## src/rtl/ptp_ts_loopback_latency.sv

```systemverilog
// ptp_ts_loopback_latency
// Pairs egress PTP timestamps with the ingress timestamps of the same frames
// coming back on a loopback path, in FIFO order. Each pair produces one
// latency result in 2^-16 ns units, and running min/max/count statistics are
// kept for the results.
// Data path: egress FIFO -> stage 1 (second/ns/fns differences) ->
// stage 2 (combine, clamp, output register).
module ptp_ts_loopback_latency #(
  parameter int PTP_TS_WIDTH = 96,
  parameter int FIFO_DEPTH   = 16,
  parameter int LAT_WIDTH    = 32,
  parameter int TIMEOUT      = 65535,
  parameter int CNT_WIDTH    = 32
) (
  input  logic                          clk,
  input  logic                          rst_n,
  input  logic [PTP_TS_WIDTH-1:0]       s_axis_tx_ts,
  input  logic                          s_axis_tx_ts_valid,
  output logic                          s_axis_tx_ts_ready,
  input  logic [PTP_TS_WIDTH-1:0]       s_axis_rx_ts,
  input  logic                          s_axis_rx_ts_valid,
  output logic                          s_axis_rx_ts_ready,
  output logic [LAT_WIDTH-1:0]          m_axis_lat,
  output logic                          m_axis_lat_sat,
  output logic                          m_axis_lat_valid,
  input  logic                          m_axis_lat_ready,
  input  logic                          stat_clear,
  output logic [CNT_WIDTH-1:0]          stat_count,
  output logic [CNT_WIDTH-1:0]          stat_lost,
  output logic [CNT_WIDTH-1:0]          stat_orphan,
  output logic [LAT_WIDTH-1:0]          stat_min,
  output logic [LAT_WIDTH-1:0]          stat_max,
  output logic [$clog2(FIFO_DEPTH):0]   fifo_level
);

  localparam int AW = $clog2(FIFO_DEPTH);
  localparam int LW = AW + 1;
  // ns difference width: covers 48-bit ns (64-bit format) plus sign and the
  // one-second carry of the 96-bit format.
  localparam int DW = 50;
  localparam int XW = DW + 16;
  localparam logic [LW-1:0] DEPTH_L = FIFO_DEPTH[LW-1:0];
  localparam logic [31:0]   TMO     = TIMEOUT[31:0];

  logic [PTP_TS_WIDTH-1:0] mem [FIFO_DEPTH];
  logic [AW-1:0]           wr_ptr, rd_ptr;
  logic [PTP_TS_WIDTH-1:0] head;
  logic [31:0]             tmo_cnt;

  logic fifo_empty, push, pop, rx_acc, match, orphan, tmo_hit;
  logic s1_ready, s2_ready, s2_load;

  logic [DW-1:0] dns_c;
  logic [16:0]   dfns_c;
  logic          sat_hi_c, sat_lo_c;

  logic          s1_valid;
  logic [DW-1:0] s1_dns;
  logic [16:0]   s1_dfns;
  logic          s1_sat_hi, s1_sat_lo;

  logic [XW-1:0]        lat_x;
  logic                 lat_neg, lat_big;
  logic [LAT_WIDTH-1:0] res_lat;
  logic                 res_sat;

  function automatic logic [CNT_WIDTH-1:0] sat_inc(input logic [CNT_WIDTH-1:0] v);
    return (v == '1) ? v : v + CNT_WIDTH'(1);
  endfunction

  assign head       = mem[rd_ptr];
  assign fifo_empty = (fifo_level == '0);

  assign s_axis_tx_ts_ready = (fifo_level < DEPTH_L);
  assign push = s_axis_tx_ts_valid & s_axis_tx_ts_ready;

  assign s2_ready = !m_axis_lat_valid || m_axis_lat_ready;
  assign s1_ready = !s1_valid || s2_ready;
  assign s2_load  = s1_valid && s2_ready;

  assign s_axis_rx_ts_ready = s1_ready;
  assign rx_acc = s_axis_rx_ts_valid && s1_ready;
  assign match  = rx_acc && !fifo_empty;
  assign orphan = rx_acc && fifo_empty;

  // A match in the timeout cycle consumes the head, so the loss never fires.
  assign tmo_hit = (TIMEOUT != 0) && !fifo_empty && (tmo_cnt == TMO) && !match;
  assign pop     = match || tmo_hit;

  // Egress timestamp storage; contents need no reset, pointers guard validity.
  always_ff @(posedge clk) begin
    if (push) mem[wr_ptr] <= s_axis_tx_ts;
  end

  // FIFO pointers and occupancy.
  always_ff @(posedge clk or negedge rst_n) begin
    if (!rst_n) begin
      wr_ptr     <= '0;
      rd_ptr     <= '0;
      fifo_level <= '0;
    end else begin
      if (push) wr_ptr <= wr_ptr + AW'(1);
      if (pop)  rd_ptr <= rd_ptr + AW'(1);
      case ({push, pop})
        2'b10:   fifo_level <= fifo_level + LW'(1);
        2'b01:   fifo_level <= fifo_level - LW'(1);
        default: fifo_level <= fifo_level;
      endcase
    end
  end

  // Head-of-FIFO age counter for loss detection.
  always_ff @(posedge clk or negedge rst_n) begin
    if (!rst_n) begin
      tmo_cnt <= '0;
    end else if (pop || fifo_empty || (TIMEOUT == 0)) begin
      tmo_cnt <= '0;
    end else begin
      tmo_cnt <= tmo_cnt + 32'd1;
    end
  end

  assign dfns_c = {1'b0, s_axis_rx_ts[15:0]} - {1'b0, head[15:0]};

  generate
    if (PTP_TS_WIDTH == 96) begin : g_ts96
      logic [47:0] rx_sec, tx_sec, d_sec;
      logic [31:0] rx_ns, tx_ns;
      assign rx_sec = s_axis_rx_ts[95:48];
      assign tx_sec = head[95:48];
      assign rx_ns  = s_axis_rx_ts[47:16];
      assign tx_ns  = head[47:16];
      assign d_sec  = rx_sec - tx_sec;

      // Nanosecond difference with one second of carry; wider gaps saturate.
      always_comb begin
        dns_c    = '0;
        sat_hi_c = 1'b0;
        sat_lo_c = 1'b0;
        if (rx_sec < tx_sec) begin
          sat_lo_c = 1'b1;
        end else if (d_sec == 48'd0) begin
          dns_c = {18'd0, rx_ns} - {18'd0, tx_ns};
        end else if (d_sec == 48'd1) begin
          dns_c = {18'd0, rx_ns} + 50'd1000000000 - {18'd0, tx_ns};
        end else begin
          sat_hi_c = 1'b1;
        end
      end
    end else begin : g_ts64
      assign dns_c    = {2'b00, s_axis_rx_ts[63:16]} - {2'b00, head[63:16]};
      assign sat_hi_c = 1'b0;
      assign sat_lo_c = 1'b0;
    end
  endgenerate

  // Stage 1: capture differences of the matched pair.
  always_ff @(posedge clk or negedge rst_n) begin
    if (!rst_n) begin
      s1_valid  <= 1'b0;
      s1_dns    <= '0;
      s1_dfns   <= '0;
      s1_sat_hi <= 1'b0;
      s1_sat_lo <= 1'b0;
    end else if (match) begin
      s1_valid  <= 1'b1;
      s1_dns    <= dns_c;
      s1_dfns   <= dfns_c;
      s1_sat_hi <= sat_hi_c;
      s1_sat_lo <= sat_lo_c;
    end else if (s2_load) begin
      s1_valid  <= 1'b0;
    end
  end

  // Two's complement (dns << 16) + sign-extended dfns.
  assign lat_x   = {s1_dns, 16'd0} + {{(XW-17){s1_dfns[16]}}, s1_dfns};
  assign lat_neg = lat_x[XW-1];
  assign lat_big = |lat_x[XW-2:LAT_WIDTH];

  // Clamp the combined latency into the output range.
  always_comb begin
    res_lat = lat_x[LAT_WIDTH-1:0];
    res_sat = 1'b0;
    if (s1_sat_lo || lat_neg) begin
      res_lat = '0;
      res_sat = 1'b1;
    end else if (s1_sat_hi || lat_big) begin
      res_lat = '1;
      res_sat = 1'b1;
    end
  end

  // Stage 2: output register, held while the consumer stalls.
  always_ff @(posedge clk or negedge rst_n) begin
    if (!rst_n) begin
      m_axis_lat_valid <= 1'b0;
      m_axis_lat       <= '0;
      m_axis_lat_sat   <= 1'b0;
    end else if (s2_load) begin
      m_axis_lat_valid <= 1'b1;
      m_axis_lat       <= res_lat;
      m_axis_lat_sat   <= res_sat;
    end else if (m_axis_lat_ready) begin
      m_axis_lat_valid <= 1'b0;
    end
  end

  // Saturating statistics; a clear discards same-cycle events.
  always_ff @(posedge clk or negedge rst_n) begin
    if (!rst_n) begin
      stat_count  <= '0;
      stat_lost   <= '0;
      stat_orphan <= '0;
      stat_min    <= '1;
      stat_max    <= '0;
    end else if (stat_clear) begin
      stat_count  <= '0;
      stat_lost   <= '0;
      stat_orphan <= '0;
      stat_min    <= '1;
      stat_max    <= '0;
    end else begin
      if (s2_load) begin
        stat_count <= sat_inc(stat_count);
        if (!res_sat) begin
          if (res_lat < stat_min) stat_min <= res_lat;
          if (res_lat > stat_max) stat_max <= res_lat;
        end
      end
      if (tmo_hit) stat_lost   <= sat_inc(stat_lost);
      if (orphan)  stat_orphan <= sat_inc(stat_orphan);
    end
  end

endmodule

```

## config.mk

```make
export PLATFORM = sky130hd
export DESIGN_NAME = ptp_ts_loopback_latency
export DESIGN_NICKNAME = d
export VERILOG_FILES = /design/src/rtl/ptp_ts_loopback_latency.sv
export SDC_FILE = /design/constraint.sdc
export NUM_CORES = 2
export LEC_CHECK = 0
export ABC_AREA = 1
export CORE_MARGIN = 10
export CORE_UTILIZATION = 55
export DETAILED_ROUTE_END_ITERATION = 7
export HOLD_SLACK_MARGIN = 0.15
export PLACE_DENSITY = 0.74
export SLEW_MARGIN = 20
export SYNTH_ARGS = -nofsm -noshare
export SYNTH_HDL_FRONTEND = slang
export SYNTH_SLANG_ARGS = --single-unit
```

## constraint.sdc

```tcl
create_clock -name clk -period 10.2 [get_ports clk]
set_input_delay 2.04 -clock clk [delete_from_list [all_inputs] [get_ports clk]]
set_output_delay 2.04 -clock clk [all_outputs]
set_load 0.05 [all_outputs]
```

==> impl_metrics.env <==
export IMPL_max_cap_viol_count=0
export IMPL_cp_max_fo=206
export IMPL_cts_tree="done"
export IMPL_hp_class="flip-flop to flip-flop"
export IMPL_fin_nets=8658
export IMPL_fp_dieH_um=411
export IMPL_dp_cells=10000
export IMPL_ys_flop_type="edfxtp_1"
export IMPL_synth_top_area_share_pct=54.9
export IMPL_wl_met2_um=116000
export IMPL_path_buf_inv=3
export IMPL_hpwl_um=153000
export IMPL_overflow=0
export IMPL_routed_via_density=6.03
export IMPL_drtIter0Drc=7255
export IMPL_synth_top_family_by_area="simple AND/OR/NAND/NOR gates"
export IMPL_crit_top_cell="nand2_1"
export IMPL_grt_max_degree=215
export IMPL_ctsHtreeMaxLevel=4
export IMPL_worstPathRequired_ns=10.96
export IMPL_cts_setup_buffers=0
export IMPL_yosys_top_cells_area="edfxtp_1 55%, dfrtp_1 7.8%, nand2_1 7.0%"
export IMPL_antenna_left=0
export IMPL_fill_cells=11700
export IMPL_post_drt_wl_per_cell_um=23.9
export IMPL_worst_pin_slew_ns=1.11
export IMPL_worst_path_max_delay_cell="nor3_1"
export IMPL_power_density_nw_per_um2=303
export IMPL_cts_buffer_depth=3
export IMPL_first_pass_iters=7
export IMPL_cts_buffers=182
export IMPL_wl_met1_um=97800
export IMPL_regArea_um2=53500
export IMPL_synthMuxAreaShare_pct=0
export IMPL_track_usage_pct=28.7
export IMPL_synth_xor_area_share_pct=1.40
export IMPL_grt_pass1_vias=59900
export IMPL_insertion_delay_ns=0.82
export IMPL_synth_edf_count=1536
export IMPL_slew_violations=0
export IMPL_die_area_um2=169000
export IMPL_cts_sinks=1829
export IMPL_maxUsedRoutingLayer="met5"
export IMPL_drc=0
export IMPL_vias=62700
export IMPL_place_congestion=0.989
export IMPL_yosys_area_top_type="edfxtp_1"
export IMPL_path_class="flip-flop to flip-flop"
export IMPL_ctsHoldBuffers=0
export IMPL_slowest_delay_ns=0.83
export IMPL_min_period_ns=7.21
export IMPL_avgSynthCellArea_um2=10.7
export IMPL_grt_pass1_wl_um=372000
export IMPL_ir_drop_v=0.000225
export IMPL_cts_root_buf="clkbuf_16"
export IMPL_final_layout_size_suffix_gt1_share_pct=5.71
export IMPL_endpoint_kind="flip-flop"
export IMPL_setup_violations=0
export IMPL_period_share_pct=70.7
export IMPL_synthSimpleGateAreaFrac_pct=14.4
export IMPL_hold_viol=0
export IMPL_io_pins=399
export IMPL_drt_total_wl_um=248000
export IMPL_synth_cells=7880
export IMPL_synth_most_common_cell="nand2_1"
export IMPL_path_clk_slew_ns=0.07
export IMPL_clock_skew_ns=0.0358
export IMPL_synth_adder_area_share_pct=4.27
export IMPL_synth_warning_count=0
export IMPL_synth_compound_area_share_pct=11.5
export IMPL_yosys_top_cells_count="1561 x nand2_1, 1536 x edfxtp_1, 708 x o21ai_0"
export IMPL_core_um2=152000
export IMPL_synth_seq_cells=1829
export IMPL_row_count=143
export IMPL_antenna_found_initial=53
export IMPL_port_buffers=398
export IMPL_rsz0062_at_grt="false"
export IMPL_async_flop_share_pct=16.0
export IMPL_area_delta_synth_final_pct=14.1
export IMPL_layout_cells_non_filler=10400
export IMPL_fp_dieW_um=411
export IMPL_setup_tns_ns=0
export IMPL_yosys_cell_types_count=62
export IMPL_start_util_pct=55.4
export IMPL_worst_setup_path_start_kind="flip-flop"
export IMPL_syn_cell_area_um2=84100
export IMPL_power_leakage_nw=36.2
export IMPL_synth_seq_area_share_pct=63.6
export IMPL_multi_input_area_um2=26700
export IMPL_syn_nets=8351
export IMPL_dr_wl_met3_um=24400
export IMPL_crit_family="simple AND/OR/NAND/NOR gates"
export IMPL_timing_slew_headroom_pct=25.9
export IMPL_worstPathArrival_ns=7.97
export IMPL_fmax_ghz=0.139
export IMPL_post_cts_resized=0
export IMPL_status="finished clean"
export IMPL_path_cells="inv_8 -> buf_12 -> nand2_1 -> a221oi_1 -> o21ai_0 -> nand2_1 -> inv_1 -> ha_1 -> nand2_1 -> nor2_1 -> nand2_1 -> nor4_1 -> a21oi_1 -> xor2_1 -> a21oi_1 -> nand2_1 -> nor2_1 -> nand3_2 -> nor3_1 -> nand2_1 -> nand2_1 -> nand3_1 -> nand2_1"
layout by cell type, fill, tap and decap left out, drive strengths merged, types with 244 or more instances in the layout:
cell | netlist | layout
nand2 | 1570 | 1570
edfxtp | 1536 | 1536
o21ai | 756 | 756
inv | 698 | 713
nor2 | 711 | 711
a21oi | 476 | 476
clkdlybuf4s50 | 0 | 397
nand3 | 346 | 346
dfrtp | 261 | 261
ha | 250 | 250
clkbuf | 314 | 244
worst reg2reg max path, cell delays in order, from the launching register on:
cell,delay (ns)
dfrtp_4,0.77
inv_8,0.81
buf_12,0.74
nand2_1,0.38
a221oi_1,0.30
o21ai_0,0.16
nand2_1,0.12
inv_1,0.09
ha_1,0.37
nand2_1,0.12
nor2_1,0.22
nand2_1,0.12
nor4_1,0.32
a21oi_1,0.22
xor2_1,0.18
a21oi_1,0.15
nand2_1,0.08
nor2_1,0.40
nand3_2,0.24
nor3_1,0.83
nand2_1,0.23
nand2_1,0.13
nand3_1,0.08
nand2_1,0.08
registers in the layout, summed over array words and instances (netlist names):
name              cells
fifo_level            5
wr_ptr                4
stat_count           32
m_axis_lat_sat        1
m_axis_lat_valid      1
rd_ptr                4
s1_sat_lo             1
m_axis_lat           32
s1_sat_hi             1
stat_max             32
tmo_cnt              32
stat_orphan          32
s1_dfns              17
stat_lost            32
s1_dns               34
stat_min             32
s1_valid              1
mem                1536
logic make-up after synthesis:
family | after synthesis
and+or+nand+nor | 2906
DFF | 1829
AOI/OAI and AO/OA | 1683
buffers and inverters | 1055
adders and majority gates | 273
xor gates and xnor gates | 134
through the flow:
step | util [%] | power [W] | cell area (um2) | setup slack [ns] | hold slack (ns)
after floorplan | - | 0.0182 | 84100 | 3.20 | 0.433
after global placement | 59.3 | 0.0223 | 90100 | 3.21 | 0.456
after detailed placement | 59.4 | 0.0225 | 90200 | 3.17 | 0.466
after CTS | 63.1 | 0.0290 | 95900 | 3.10 | 0.482
after global routing | 63.2 | 0.0307 | 95900 | 2.51 | 0.502
final | 63.2 | 0.0290 | 96000 | 2.99 | 0.481
power by group:
part           switching (W)  internal, W  leakage, nW
clock                0.00286      0.00361         2.82
sequential          0.000359      0.00870         17.7
combinational        0.00935      0.00416         15.7
total                 0.0126       0.0165         36.2
final timing paths:
path	start	endpoint	slack, ns	cells past startpoint
worst max-delay path	rd_ptr[0]$_DFFE_PN0P_	s1_dns[26]$_DFFE_PN0P_	2.99	23
worst min-delay path	s1_dfns[15]$_DFFE_PN0P_	s1_dfns[15]$_DFFE_PN0P_	0.48	2
worst max register to register	rd_ptr[0]$_DFFE_PN0P_	s1_dns[26]$_DFFE_PN0P_	2.99	23
worst min register to register	s1_dfns[15]$_DFFE_PN0P_	s1_dfns[15]$_DFFE_PN0P_	0.48	2
max in group asynchronous	rst_n	s1_dns[31]$_DFFE_PN0P_	6.73	3
min in group asynchronous	rst_n	stat_orphan[11]$_DFFE_PN0P_	1.25	1
routing by layer:
| metal | vias up | GRT usage [%] |
|---|---|---|
| met1 | 30300 | 38.6 |
| met3 | 566 | 5.67 |
| met5 | - | 0 |
| met2 | 3241 | 45.7 |
| li1 | 28500 | - |
| met4 | 52 | 12.0 |
cell type report:
| cell class | instances | area share [%] |
|---|---|---|
| multi-input cells | 4996 | 27.8 |
| repair buffers | 477 | 4.95 |
| inverters | 701 | 2.77 |
| well taps | 2030 | 2.65 |
| clock buffers | 244 | 5.16 |
| diodes | 27 | 0.0704 |
| clock inverters | 93 | 0.816 |
| flip-flops and latches | 1829 | 55.8 |
No activity file was read; power rests on OpenSTA's default activity.
